**src/rtl/bsg_clk_downsample_ctrl.sv**
```systemverilog
// Sequences reset and divider updates for a clock downsampler, then watches the
// returned clock for lock and for loss of toggling.
module bsg_clk_downsample_ctrl #(
  parameter int unsigned         width_p       = 16,
  parameter logic [width_p-1:0]  init_val_p    = '0,
  parameter int unsigned         hold_cycles_p = 4,
  parameter int unsigned         lock_edges_p  = 2,
  parameter int unsigned         slack_p       = 8
) (
  input  logic               clk_i,
  input  logic               reset_n_i,
  input  logic               v_i,
  input  logic [width_p-1:0] val_i,
  output logic               ready_o,
  output logic               ds_reset_o,
  output logic [width_p-1:0] ds_val_o,
  input  logic               ds_clk_i,
  output logic               locked_o,
  output logic               err_o
);

  localparam int unsigned HoldW = (hold_cycles_p > 1) ? $clog2(hold_cycles_p) : 1;
  localparam int unsigned LockW = (lock_edges_p > 1) ? $clog2(lock_edges_p) : 1;
  localparam int unsigned WdW   = width_p + 1;

  localparam logic [HoldW-1:0] HoldLast = HoldW'(hold_cycles_p - 1);
  localparam logic [LockW-1:0] LockLast = LockW'(lock_edges_p - 1);

  typedef enum logic [1:0] {StHold, StWaitLock, StLocked, StError} state_e;

  state_e             r_state, w_state_nxt;
  logic [HoldW-1:0]   r_hold_cnt, w_hold_cnt_nxt;
  logic [LockW-1:0]   r_tog_cnt, w_tog_cnt_nxt;
  logic [WdW-1:0]     r_wd_cnt, w_wd_cnt_nxt;
  logic               r_ds_clk;
  logic [width_p-1:0] r_ds_val;

  logic               w_toggle;
  logic               w_accept;
  logic [WdW-1:0]     w_wd_limit;
  logic [WdW-1:0]     w_wd_inc;
  logic               w_expire;

  assign ready_o    = (r_state == StLocked) || (r_state == StError);
  assign ds_reset_o = (r_state == StHold);
  assign locked_o   = (r_state == StLocked);
  assign err_o      = (r_state == StError);
  assign ds_val_o   = r_ds_val;

  assign w_toggle = ds_clk_i ^ r_ds_clk;
  assign w_accept = v_i & ready_o;

  // Limit carries one extra bit so a maximal divider plus slack cannot wrap.
  assign w_wd_limit = {1'b0, r_ds_val} + WdW'(slack_p);
  assign w_wd_inc   = r_wd_cnt + WdW'(1);
  assign w_expire   = (w_wd_inc >= w_wd_limit);

  always_comb begin
    w_state_nxt    = r_state;
    w_hold_cnt_nxt = r_hold_cnt;
    w_tog_cnt_nxt  = r_tog_cnt;
    w_wd_cnt_nxt   = r_wd_cnt;
    if (w_accept) begin
      w_state_nxt    = StHold;
      w_hold_cnt_nxt = '0;
    end else begin
      case (r_state)
        StHold: begin
          if (r_hold_cnt == HoldLast) begin
            w_state_nxt   = StWaitLock;
            w_tog_cnt_nxt = '0;
            w_wd_cnt_nxt  = '0;
          end else begin
            w_hold_cnt_nxt = r_hold_cnt + HoldW'(1);
          end
        end
        StWaitLock: begin
          // A toggle always clears the watchdog, so the final edge wins over expiry.
          if (w_toggle) begin
            w_wd_cnt_nxt = '0;
            if (r_tog_cnt == LockLast) begin
              w_state_nxt = StLocked;
            end else begin
              w_tog_cnt_nxt = r_tog_cnt + LockW'(1);
            end
          end else if (w_expire) begin
            w_state_nxt = StError;
          end else begin
            w_wd_cnt_nxt = w_wd_inc;
          end
        end
        StLocked: begin
          if (w_toggle) begin
            w_wd_cnt_nxt = '0;
          end else if (w_expire) begin
            w_state_nxt = StError;
          end else begin
            w_wd_cnt_nxt = w_wd_inc;
          end
        end
        StError: begin
        end
        default: begin
          w_state_nxt    = StHold;
          w_hold_cnt_nxt = '0;
        end
      endcase
    end
  end

  always_ff @(posedge clk_i or negedge reset_n_i) begin
    if (!reset_n_i) begin
      r_state    <= StHold;
      r_hold_cnt <= '0;
      r_tog_cnt  <= '0;
      r_wd_cnt   <= '0;
      r_ds_clk   <= 1'b0;
      r_ds_val   <= init_val_p;
    end else begin
      r_state    <= w_state_nxt;
      r_hold_cnt <= w_hold_cnt_nxt;
      r_tog_cnt  <= w_tog_cnt_nxt;
      r_wd_cnt   <= w_wd_cnt_nxt;
      r_ds_clk   <= (r_state == StHold) ? 1'b0 : ds_clk_i;
      if (w_accept) begin
        r_ds_val <= val_i;
      end
    end
  end

endmodule

```
**config.mk**
```make
export PLATFORM = sky130hd
export DESIGN_NAME = bsg_clk_downsample_ctrl
export DESIGN_NICKNAME = d
export VERILOG_FILES = /design/src/rtl/bsg_clk_downsample_ctrl.sv
export SDC_FILE = /design/constraint.sdc
export NUM_CORES = 1
export LEC_CHECK = 0
export CAP_MARGIN = 20
export CORE_UTILIZATION = 32
export CTS_CLUSTER_SIZE = 30
export DETAILED_ROUTE_END_ITERATION = 16
export PLACE_DENSITY_LB_ADDON = 0.12
export SKIP_CTS_REPAIR_TIMING = 1
export SYNTH_ARGS = -nofsm -noshare
export SYNTH_HDL_FRONTEND = slang
export SYNTH_SLANG_ARGS = --single-unit
```
**constraint.sdc**
```tcl
create_clock -name clk_i -period 9.9 [get_ports clk_i]
set_clock_uncertainty 0.15 [all_clocks]
set_input_delay 1.485 -clock clk_i [delete_from_list [all_inputs] [get_ports clk_i]]
set_output_delay 1.485 -clock clk_i [all_outputs]
set_load 0.005 [all_outputs]
```
; After elaboration in Yosys (flattened, before gate mapping)
; Cells that the tools add are included.
; Widths: inputs -> output; s select.
[classes]
n_addsub = 4
bitwise_logic = 3
eq_ne = 11
mul = 0
magnitude_cmp = 1
shift = 0
div = 0
n_reduce_logical = 11
mux = 19
[op_table]
columns = cell, n
row1 = $mux 17, 3
row2 = $pmux 17 s2, 1
row3 = $mux 2, 9
row4 = $add 16x4->17 const B, 1
row5 = $add 17x1->17 const B, 1
row6 = $ge 17x17->1, 1
row7 = $reduce_and 4->1, 3
row8 = $eq 2x2->1 const B, 3
row9 = $pmux 2 s3, 1
row10 = $reduce_bool 2->1, 3
row11 = $mux 1, 4
row12 = $ne 2x2->1 const B, 2
row13 = $ne 4x4->1 const B, 1
row14 = $reduce_bool 4->1, 1
row15 = $ne 3x1->1 const B, 1
row16 = $ne 3x2->1 const B, 1
row17 = $ne 3x3->1 const B, 1
row18 = $add 2x1->2 const B, 1
row19 = $eq 2x1->1 const B, 1
row20 = $logic_not 2->1, 1
row21 = $ne 2x1->1 const B, 1
row22 = $pmux 1 s2, 1
row23 = $reduce_and 2->1, 1
row24 = $reduce_or 2->1, 1
row25 = other kinds (5), 5
[totals]
output_inout_bits = 20
latchBits = 0
mem_bits_rw = 0
reg_bits = 39
n_memories = 0
inputBits = 20
mem_bits_ro = 0

; Depth between registers and ports, before layout
; Gate-level depths: netlist of run 1.
[logic_depth]
depth_word = 6
mapped_depth = 14

; Worst setup path before layout of run 1
; OpenSTA, ideal clock, no wires.
[synth_path]
path_type = register to register
start = register r_wd_cnt[0]
end = register r_wd_cnt[0]
arrival_time_ps = 3025
slack_ps = 6600
required_ps = 9625
stages_incl_launch_ff = 14
n_path_buf = 1
cell_sequence = dfrtp_1 ha_1 nand3_2 or3_4 or2_1 xnor2_1 ha_1 a21oi_1 o21ai_0 a21oi_1 nand2_1 clkbuf_1 a21o_1 mux2_2
[synth_between]
elab_chain_len = 4
word_cells_on_any_way = 7
classes_between = add/sub: 1 / order compare: 1 / eq/ne: 1 / mux: 3 / reduce/logical: 1
[synth_rtl]
columns = element, line_no
row1 = from (decl), 34  ; logic [WdW-1:0] r_wd_cnt, w_wd_cnt_nxt;
row2 = from (signal assigned), 123  ; r_wd_cnt <= w_wd_cnt_nxt;
row3 = $add 17x1->17 *, 55  ; assign w_wd_inc = r_wd_cnt + WdW'(1);
row4 = $ge 17x17->1 / $mux 17 (equally long branches), "56, 86, 95"
row5 = $ne 3x3->1 (no line) / $mux 17 (equally long branches), --
row6 = $reduce_and 4->1 (no line) / $pmux 17 s2 (equally long branches), --
; Every way passes the cells marked *; elsewhere a longest branch is shown, timed or not. The select of a mux whose other input is x is not followed.
; A chain may end at the register's enable or synchronous reset.

; Worst setup path after layout of run 1
[layout_path]
start = register r_wd_cnt[0]
end = register r_wd_cnt[8]
; Same word-level chain as after synthesis.

==> flow_summary.json, run 1 <==
{
  "yosys_warnings": 0,
  "async_reset_ff_share_pct": 100,
  "fmax_ghz": 0.219,
  "power_density_nw_per_um2": 227,
  "fill_cells": 869,
  "port_buffers": 39,
  "slowest_delay_ps": 720,
  "cp_max_fo": 18,
  "die_y_um": 94.4,
  "crit_path_end_kind": "register",
  "path_clk_slew_ps": 90,
  "finalHoldViolations": 0,
  "grt_usage_pct": 15.5,
  "die_w_um": 94.4,
  "cts_tree": "done",
  "initial_utilization_pct": 33.1,
  "drc_errors": 0,
  "ys_top_cells_by_area": "dfrtp_1 36%, ha_1 12%, nand2_1 9.6%",
  "first_pass_iters": 4,
  "fin_setup_tns_ps": 0,
  "drt-total-wl_mm": 6.48,
  "synth_top_area_share_pct": 35.7,
  "p_leak_nw": 1.49,
  "slew_viol_final": 0,
  "synthCells": 312,
  "routed-via-count": 2315,
  "cp_cell_sequence": "ha_1 -> nand3_2 -> nor4_2 -> and3_1 -> xor2_1 -> ha_1 -> a21oi_1 -> o21ai_0 -> a21oi_1 -> nand2_1 -> or4_1 -> nand3_1",
  "syn-cell-area_um2": 2730,
  "synth_edf_count": 0,
  "synth.distinct_cells": 42,
  "ios": 40,
  "synthesis.nets": 358,
  "routed_via_density": 5.08,
  "post-route-util_pct": 40.4,
  "antenna_found_initial": 0,
  "grt_max_degree": 40,
  "p_seq_share_pct": 33.6,
  "antenna_left": 0,
  "final_nets": 396,
  "tightest_slew_ps": 937,
  "synth_top_area_cell": "dfrtp_1",
  "rsz0062_at_grt": "no",
  "clock_latency_ps": 300,
  "fin_crit_ps": 4560,
  "areaGrowthSynthToFinish_pct": 22.3,
  "core.rowCount": 33,
  "htreeDepth": 2,
  "drtIter0Drc": 82,
  "internal_power_w": 0.000452,
  "arrival_ps": 4660,
  "p_sw_w": 0.000307,
  "cts-root-buf": "clkbuf_8",
  "place_area_um2": 3220,
  "drive_gt1_share_pct": 5.70,
  "critPathKind": "reg2reg",
  "num_antenna_cells": 0,
  "numCtsBuffers": 5,
  "grt_pass1_vias": 2092,
  "dieArea_um2": 8910,
  "core_area_um2": 8260,
  "setup_viol": 0,
  "slowest_stage": "a21oi_1",
  "synth_area_per_cell_um2": 8.75,
  "power.ir.vdd_worst_v": 0.000137,
  "start_kind": "register",
  "slew_headroom_pct": 37.5,
  "synth_top_cells_by_count": "70 x nand2_1, 39 x dfrtp_1, 26 x ha_1, 24 x nand3_1, 17 x xnor2_1",
  "hold_class": "reg2reg",
  "place.gp.congestion": 0.836,
  "synth-seq-area-share_pct": 35.7,
  "clockPowerShare_pct": 19.0,
  "worst_ep_required_time_ps": 9990,
  "grt_pass1_wl_mm": 10.7,
  "switching_share_pct": 40.5,
  "fin_crit_sh_pct": 46.1,
  "dp_hpwl_mm": 4.81,
  "ys.flop_type": "dfrtp_1",
  "comb_power_share_pct": 47.4,
  "clockBufferDepth": 2,
  "status": "finished clean",
  "overflow": 0,
  "fin_area_um2": 3340,
  "cap_viol_max_count": 0,
  "routedWlPerCell_um": 14.2,
  "cts_sinks": 39,
  "synth_most_common_cell": "nand2_1",
  "synth-seq-cells": 39
}
through the flow:
step | worst slack [ps] | hold slack (ps) | instances | power (W)
floorplan | 6600 | 335 | 312 | 0.000473
global placement | 5430 | 359 | 448 | 0.000617
detailed placement | 5310 | 351 | 448 | 0.000617
CTS | 5300 | 380 | 456 | 0.000765
global route | 4910 | 422 | 456 | 0.000824
finish | 5340 | 374 | 456 | 0.000758
path summary, 6_finish.rpt:
check	to	slack (ps)	depth (start not counted)	start
worst min register to register	ds_val_o[0]$_DFFE_PN0P_	370	2	ds_val_o[0]$_DFFE_PN0P_
worst max-delay path	r_wd_cnt[8]$_DFFE_PN0P_	5340	12	r_wd_cnt[0]$_DFFE_PN0P_
max in group asynchronous	ds_val_o[8]$_DFFE_PN0P_	7840	1	reset_n_i
worst min-delay path	ds_val_o[0]$_DFFE_PN0P_	370	2	ds_val_o[0]$_DFFE_PN0P_
worst max register to register	r_wd_cnt[8]$_DFFE_PN0P_	5340	12	r_wd_cnt[0]$_DFFE_PN0P_
min in group asynchronous	r_wd_cnt[11]$_DFFE_PN0P_	1170	1	reset_n_i
state kept, by name (all words and copies together), names as in the netlist:
| signal | count |
|---|---|
| r_wd_cnt | 17 |
| r_state | 2 |
| r_hold_cnt | 2 |
| r_tog_cnt | 1 |
| ds_val_o | 16 |
| r_ds_clk | 1 |
kinds of logic (layout without fill, tap and decap cells):
logic type	count (synthesis)	count (layout)	synth area share [%]
fa+ha+maj	26	26	11.9
xor+xnor	29	29	9.30
buf+inv	18	57	2.47
compound gates	55	55	13.3
simple gates	142	142	26.2
mux	3	3	1.15
flops	39	39	35.7
power groups by stage:
stage / Sequential [W] / Clock [W] / Combinational, W
6_report: 0.000255 / 0.000144 / 0.000359
5_1_grt: 0.000263 / 0.000155 / 0.000405
4_1_cts: 0.000256 / 0.000148 / 0.000361
3_5_place_dp: 0.000258 / 0 / 0.000359
3_3_place_gp: 0.000260 / 0 / 0.000358
2_1_floorplan: 0.000248 / 0 / 0.000226
cells in the final DEF, fill, tap and decap left out, drive strengths merged, types with 9 or more instances in the layout:
cell type      instances
dfrtp                 39
xor2                  12
o21ai                 15
clkdlybuf4s50         38
nand3                 25
o211ai                 9
nand2                 70
ha                    26
nor2                  10
xnor2                 17
inv                    9
routing by layer:
metal	vias to the layer above	share of wire, %	GRT usage, %	wire [um]
met1	1084	51	22.6	3310
met3	6	3.2	3.46	207
met4	0	0.86	3.08	56
met2	34	45	23.5	2910
met5	-	0	0	0
li1	1191	-	-	-
cell type report:
cell class / instances / area [um^2] / area share, %
inverter: 9 / 33.8 / 1.01
sequential: 39 / 976 / 29.2
tap: 105 / 131 / 3.93
clock inverter: 2 / 35.0 / 1.05
multi-input combinational: 255 / 1690 / 50.5
clock buffer: 6 / 82.6 / 2.47
timing repair buffer: 40 / 393 / 11.8
worst max-delay path, delay by kind of cell (launching register included):
family	cells	cell delay, ps
AOI/OAI and AO/OA	3	930
xor gates and xnor gates	1	180
adders and majority gates	2	530
DFF	1	420
and+or+nand+nor	6	2290
No activity file was read; power rests on OpenSTA's default activity.
==> run 2: changes to the inputs <==
- clock period: 9.9 -> 4 ns (I/O delays scaled with it)
==> flow_summary.json, run 2 (synthesis results as in run 1) <==
{
  "core_area_um2": 8260,
  "power.ir.vdd_worst_v": 0.000299,
  "fmax_ghz": 0.280,
  "final_cell_mix": "69 x nand2_1, 39 x dfrtp_1, 38 x clkdlybuf4s50_1",
  "die_w_um": 94.4,
  "slew_headroom_pct": 37.4,
  "grt_max_degree": 40,
  "grt_pass1_wl_mm": 11.4,
  "critPathKind": "reg2reg",
  "fin_crit_ps": 3570,
  "finalNonFillerCells": 458,
  "finalHoldViolations": 0,
  "power_density_nw_per_um2": 549,
  "drtIter0Drc": 70,
  "final_nets": 398,
  "dp_slack_ps": 344,
  "path_clk_slew_ps": 80,
  "fin_crit_sh_pct": 89.3,
  "largest-register": "r_wd_cnt",
  "place.gp.congestion": 0.843,
  "cp_max_fo": 18,
  "slowest_stage": "nor4_2",
  "internal_power_w": 0.00109,
  "cap_viol_max_count": 0,
  "start_kind": "register",
  "areaGrowthSynthToFinish_pct": 22.3,
  "cts-root-buf": "clkbuf_8",
  "die_y_um": 94.4,
  "drive_gt1_share_pct": 6.23,
  "tightest_slew_ps": 939,
  "largest_register_ff_count": 17,
  "switching_share_pct": 40.7,
  "final_common_cell": "nand2_1",
  "htreeDepth": 2,
  "num_antenna_cells": 0,
  "rsz0062_at_grt": "no",
  "drt-total-wl_mm": 6.69,
  "dieArea_um2": 8910,
  "cts_sinks": 39,
  "routedWlPerCell_um": 14.6,
  "cp_cell_sequence": "ha_1 -> nand3_2 -> nor4_2 -> and3_1 -> xor2_1 -> ha_1 -> a21oi_1 -> o21ai_0 -> a21oi_1 -> nand2_2 -> or4_1 -> nand3_1",
  "comb_power_share_pct": 49.2,
  "fill_cells": 841,
  "slowest_delay_ps": 520,
  "grt_usage_pct": 16.5,
  "port_buffers": 39,
  "dp_hpwl_mm": 5.00,
  "core.rowCount": 33,
  "first_pass_iters": 4,
  "clockPowerShare_pct": 16.5,
  "grt_pass1_vias": 2277,
  "initial_utilization_pct": 33.1,
  "crit_path_end_kind": "register",
  "overflow": 0,
  "p_sw_w": 0.000747,
  "routed-via-count": 2350,
  "p_seq_share_pct": 34.3,
  "worst_ep_required_time_ps": 4080,
  "hold_class": "in2async",
  "drc_errors": 0,
  "status": "finished clean",
  "dpl.cell_count": 450,
  "p_leak_nw": 1.49,
  "arrival_ps": 3650,
  "fin_setup_tns_ps": 0,
  "ios": 40,
  "antenna_found_initial": 0,
  "numCtsBuffers": 5,
  "clockBufferDepth": 2,
  "r2r_cells": 12,
  "clock_latency_ps": 290,
  "cts_tree": "done",
  "worst_slack_ps": 430,
  "slew_viol_final": 0,
  "antenna_left": 0,
  "routed_via_density": 5.13,
  "setup_viol": 0
}
## run 2: changes by cell type in the layout (fill, tap and decap cells not counted)
cell,delta
buf_4,+2
bufinv_16,-1
clkbuf_1,+1
clkbuf_8,+1
clkinv_2,-1
nand2_1,-1
nand2_2,+1
## run 2: through the flow
stage	utilization [%]	area [um^2]	hold slack [ps]	total power (W)
floorplan	-	2730	154	0.00117
global placement	39.2	3240	356	0.00154
detailed placement	39.2	3240	359	0.00155
CTS	40.4	3340	323	0.00187
global route	40.4	3340	384	0.00202
finish	40.4	3340	281	0.00183
## run 2: final cells by class
cell class                      instances  area, um^2  area share [%]
Clock buffer                            8         100            3.00
Inverter                                9        33.8            1.01
Multi-Input combinational cell        255        1690            50.6
Timing Repair Buffer                   42         408            12.2
Tap cell                              105         131            3.93
Sequential cell                        39         976            29.2
## run 2: final timing paths
kind                                          from                       end  slack, ps
setup reg to reg           r_wd_cnt[0]$_DFFE_PN0P_  r_wd_cnt[10]$_DFFE_PN0P_        430
hold / removal                           reset_n_i  r_wd_cnt[13]$_DFFE_PN0P_        280
hold reg to reg              r_tog_cnt$_DFFE_PN0P_     r_tog_cnt$_DFFE_PN0P_        380
max in group asynchronous                reset_n_i   r_wd_cnt[4]$_DFFE_PN0P_       2820
setup / recovery           r_wd_cnt[0]$_DFFE_PN0P_  r_wd_cnt[10]$_DFFE_PN0P_        430
min in group clk_i           r_tog_cnt$_DFFE_PN0P_     r_tog_cnt$_DFFE_PN0P_        380
## run 2: routing by layer
metal  share of wire [%]  track usage, %
met1                  52            24.4
met2                  44            24.6
met3                 3.4            2.90
met4                0.93            4.36
met5                   0               0
## run 2: power by group through the flow
stage / Sequential (W) / Combinational, W / Clock [W]
2_1_floorplan: 0.000613 / 0.000558 / 0
3_3_place_gp: 0.000637 / 0.000906 / 0
3_5_place_dp: 0.000638 / 0.000910 / 0
4_1_cts: 0.000632 / 0.000918 / 0.000320
5_1_grt: 0.000649 / 0.00103 / 0.000338
6_report: 0.000629 / 0.000901 / 0.000303
## run 2: worst max-delay path: cells and delay by family, from the launching register on
kind / cells / cell delay (ps)
AND/OR/NAND/NOR: 6 / 1800
adder cells (fa/ha/maj): 2 / 540
flip-flops: 1 / 420
AO/OA/AOI/OAI: 3 / 410
XOR/XNOR: 1 / 170
==> run 3: changes to the inputs <==
- CORE_MARGIN: default -> 8
==> flow_summary.json, run 3 (synthesis results as in run 1) <==
{
  "status": "finished clean",
  "die_w_um": 108,
  "drt-total-wl_mm": 6.91,
  "cts_sinks": 39,
  "slowest_stage": "or4_1",
  "num_antenna_cells": 0,
  "crit_path_end_kind": "register",
  "dieArea_um2": 11700,
  "fin_crit_ps": 3700,
  "fill_cells": 853,
  "fin_crit_sh_pct": 92.4,
  "overflow": 0,
  "start_kind": "register",
  "slowest_delay_ps": 590,
  "place_area_um2": 3240,
  "grt_usage_pct": 12.3,
  "path_clk_slew_ps": 90,
  "routed-via-count": 2312,
  "grt_pass1_wl_mm": 11.6,
  "cts_tree": "done",
  "fmax_ghz": 0.271,
  "drtIter0Drc": 125,
  "cts-root-buf": "clkbuf_8",
  "clockBufferDepth": 2,
  "grt_max_degree": 40,
  "cp_max_fo": 18,
  "final_nets": 398,
  "drive_gt1_share_pct": 5.95,
  "final_cell_mix": "70 x nand2_1, 39 x dfrtp_1, 38 x clkdlybuf4s50_1",
  "grt_pass1_vias": 2341,
  "initial_utilization_pct": 33.1,
  "fin_setup_tns_ps": 0,
  "numCtsBuffers": 5,
  "largest_register_ff_count": 17,
  "setup_viol": 0,
  "htreeDepth": 2,
  "routedWlPerCell_um": 15.1,
  "largest-register": "r_wd_cnt",
  "core.rowCount": 33,
  "finalHoldViolations": 0,
  "r2r_cells": 11,
  "die_y_um": 108,
  "rsz0062_at_grt": "no",
  "ios": 40,
  "arrival_ps": 3780,
  "power_density_nw_per_um2": 574,
  "first_pass_iters": 4,
  "fin_area_um2": 3380,
  "place.gp.congestion": 0.791,
  "clock_latency_ps": 300,
  "tightest_slew_ps": 912,
  "areaGrowthSynthToFinish_pct": 23.7,
  "slew_headroom_pct": 39.2,
  "crit_top_cell": "ha_1",
  "cp_cell_sequence": "ha_1 -> nand3_2 -> or2_2 -> xnor2_1 -> ha_1 -> a211oi_1 -> o22ai_1 -> o211ai_1 -> nand2_1 -> or4_1 -> nand3_1",
  "core_area_um2": 8260,
  "antenna_left": 0,
  "drc_errors": 0,
  "cap_viol_max_count": 0,
  "antenna_found_initial": 0,
  "dp_hpwl_mm": 5.21,
  "final_common_cell": "nand2_1",
  "power.ir.vdd_worst_v": 0.000278,
  "dp_slack_ps": 232,
  "worst_ep_required_time_ps": 4080,
  "port_buffers": 39,
  "slew_viol_final": 0,
  "hold_class": "in2async",
  "worst_slack_ps": 303,
  "routed_via_density": 5.05,
  "critPathKind": "reg2reg",
  "p_leak_nw": 1.52
}
==> run 3: cell types whose count changed in the layout (fill, tap and decap cells not counted), sizes merged <==
cell | before | now
clkbuf | 8 | 6
bufinv | 0 | 2
==> run 3: report_power, final <==
part	internal [W]	switching (W)	total, W
combinational	0.000429	0.000479	0.000908
sequential	0.000499	0.000131	0.000630
clock	0.000250	0.000150	0.000400
total	0.00118	0.000761	0.00194
==> run 3: layer usage <==
layer	part of all wire, %	up-vias	track usage (%)	routed length, um
li1	-	1188	-	-
met1	51	1084	16.8	3500
met2	45	38	18.9	3140
met3	3.4	2	2.56	233
met4	0.55	0	3.71	38
met5	0	-	0	0
==> run 3: critical path, delay by kind of cell (launching register included) <==
kind / cells / cell delay [ps]
xor+xnor: 1 / 230
simple gates: 5 / 1630
fa+ha+maj: 2 / 540
compound gates: 3 / 650
flops: 1 / 430
==> run 3: through the flow <==
stage | util, % | hold slack (ps) | total power [W] | instances
final | 40.9 | 283 | 0.00194 | 458
after global routing | 40.9 | 385 | 0.00212 | 458
after CTS | 40.8 | 327 | 0.00197 | 458
after detailed placement | 39.2 | 367 | 0.00156 | 450
after global placement | 39.2 | 357 | 0.00155 | 450
after floorplan | - | 154 | 0.00117 | 312
==> run 3: cell type report <==
type	count	area [um^2]	share of cell area [%]
Multi-Input combinational cell	255	1700	50.2
Sequential cell	39	976	28.9
Timing Repair Buffer	42	408	12.1
Tap cell	105	131	3.89
Clock buffer	6	72.6	2.15
Clock inverter	2	60.1	1.78
Inverter	9	33.8	1.00
==> run 3: final timing paths <==
path                                         start                  endpoint  slack [ps]
hold / removal                           reset_n_i   ds_val_o[7]$_DFFE_PN0P_         280
setup reg to reg           r_wd_cnt[0]$_DFFE_PN0P_  r_wd_cnt[15]$_DFFE_PN0P_         300
min in group clk_i         ds_val_o[0]$_DFFE_PN0P_   ds_val_o[0]$_DFFE_PN0P_         390
setup / recovery           r_wd_cnt[0]$_DFFE_PN0P_  r_wd_cnt[15]$_DFFE_PN0P_         300
hold reg to reg            ds_val_o[0]$_DFFE_PN0P_   ds_val_o[0]$_DFFE_PN0P_         390
max in group asynchronous                reset_n_i   r_wd_cnt[2]$_DFFE_PN0P_        2850
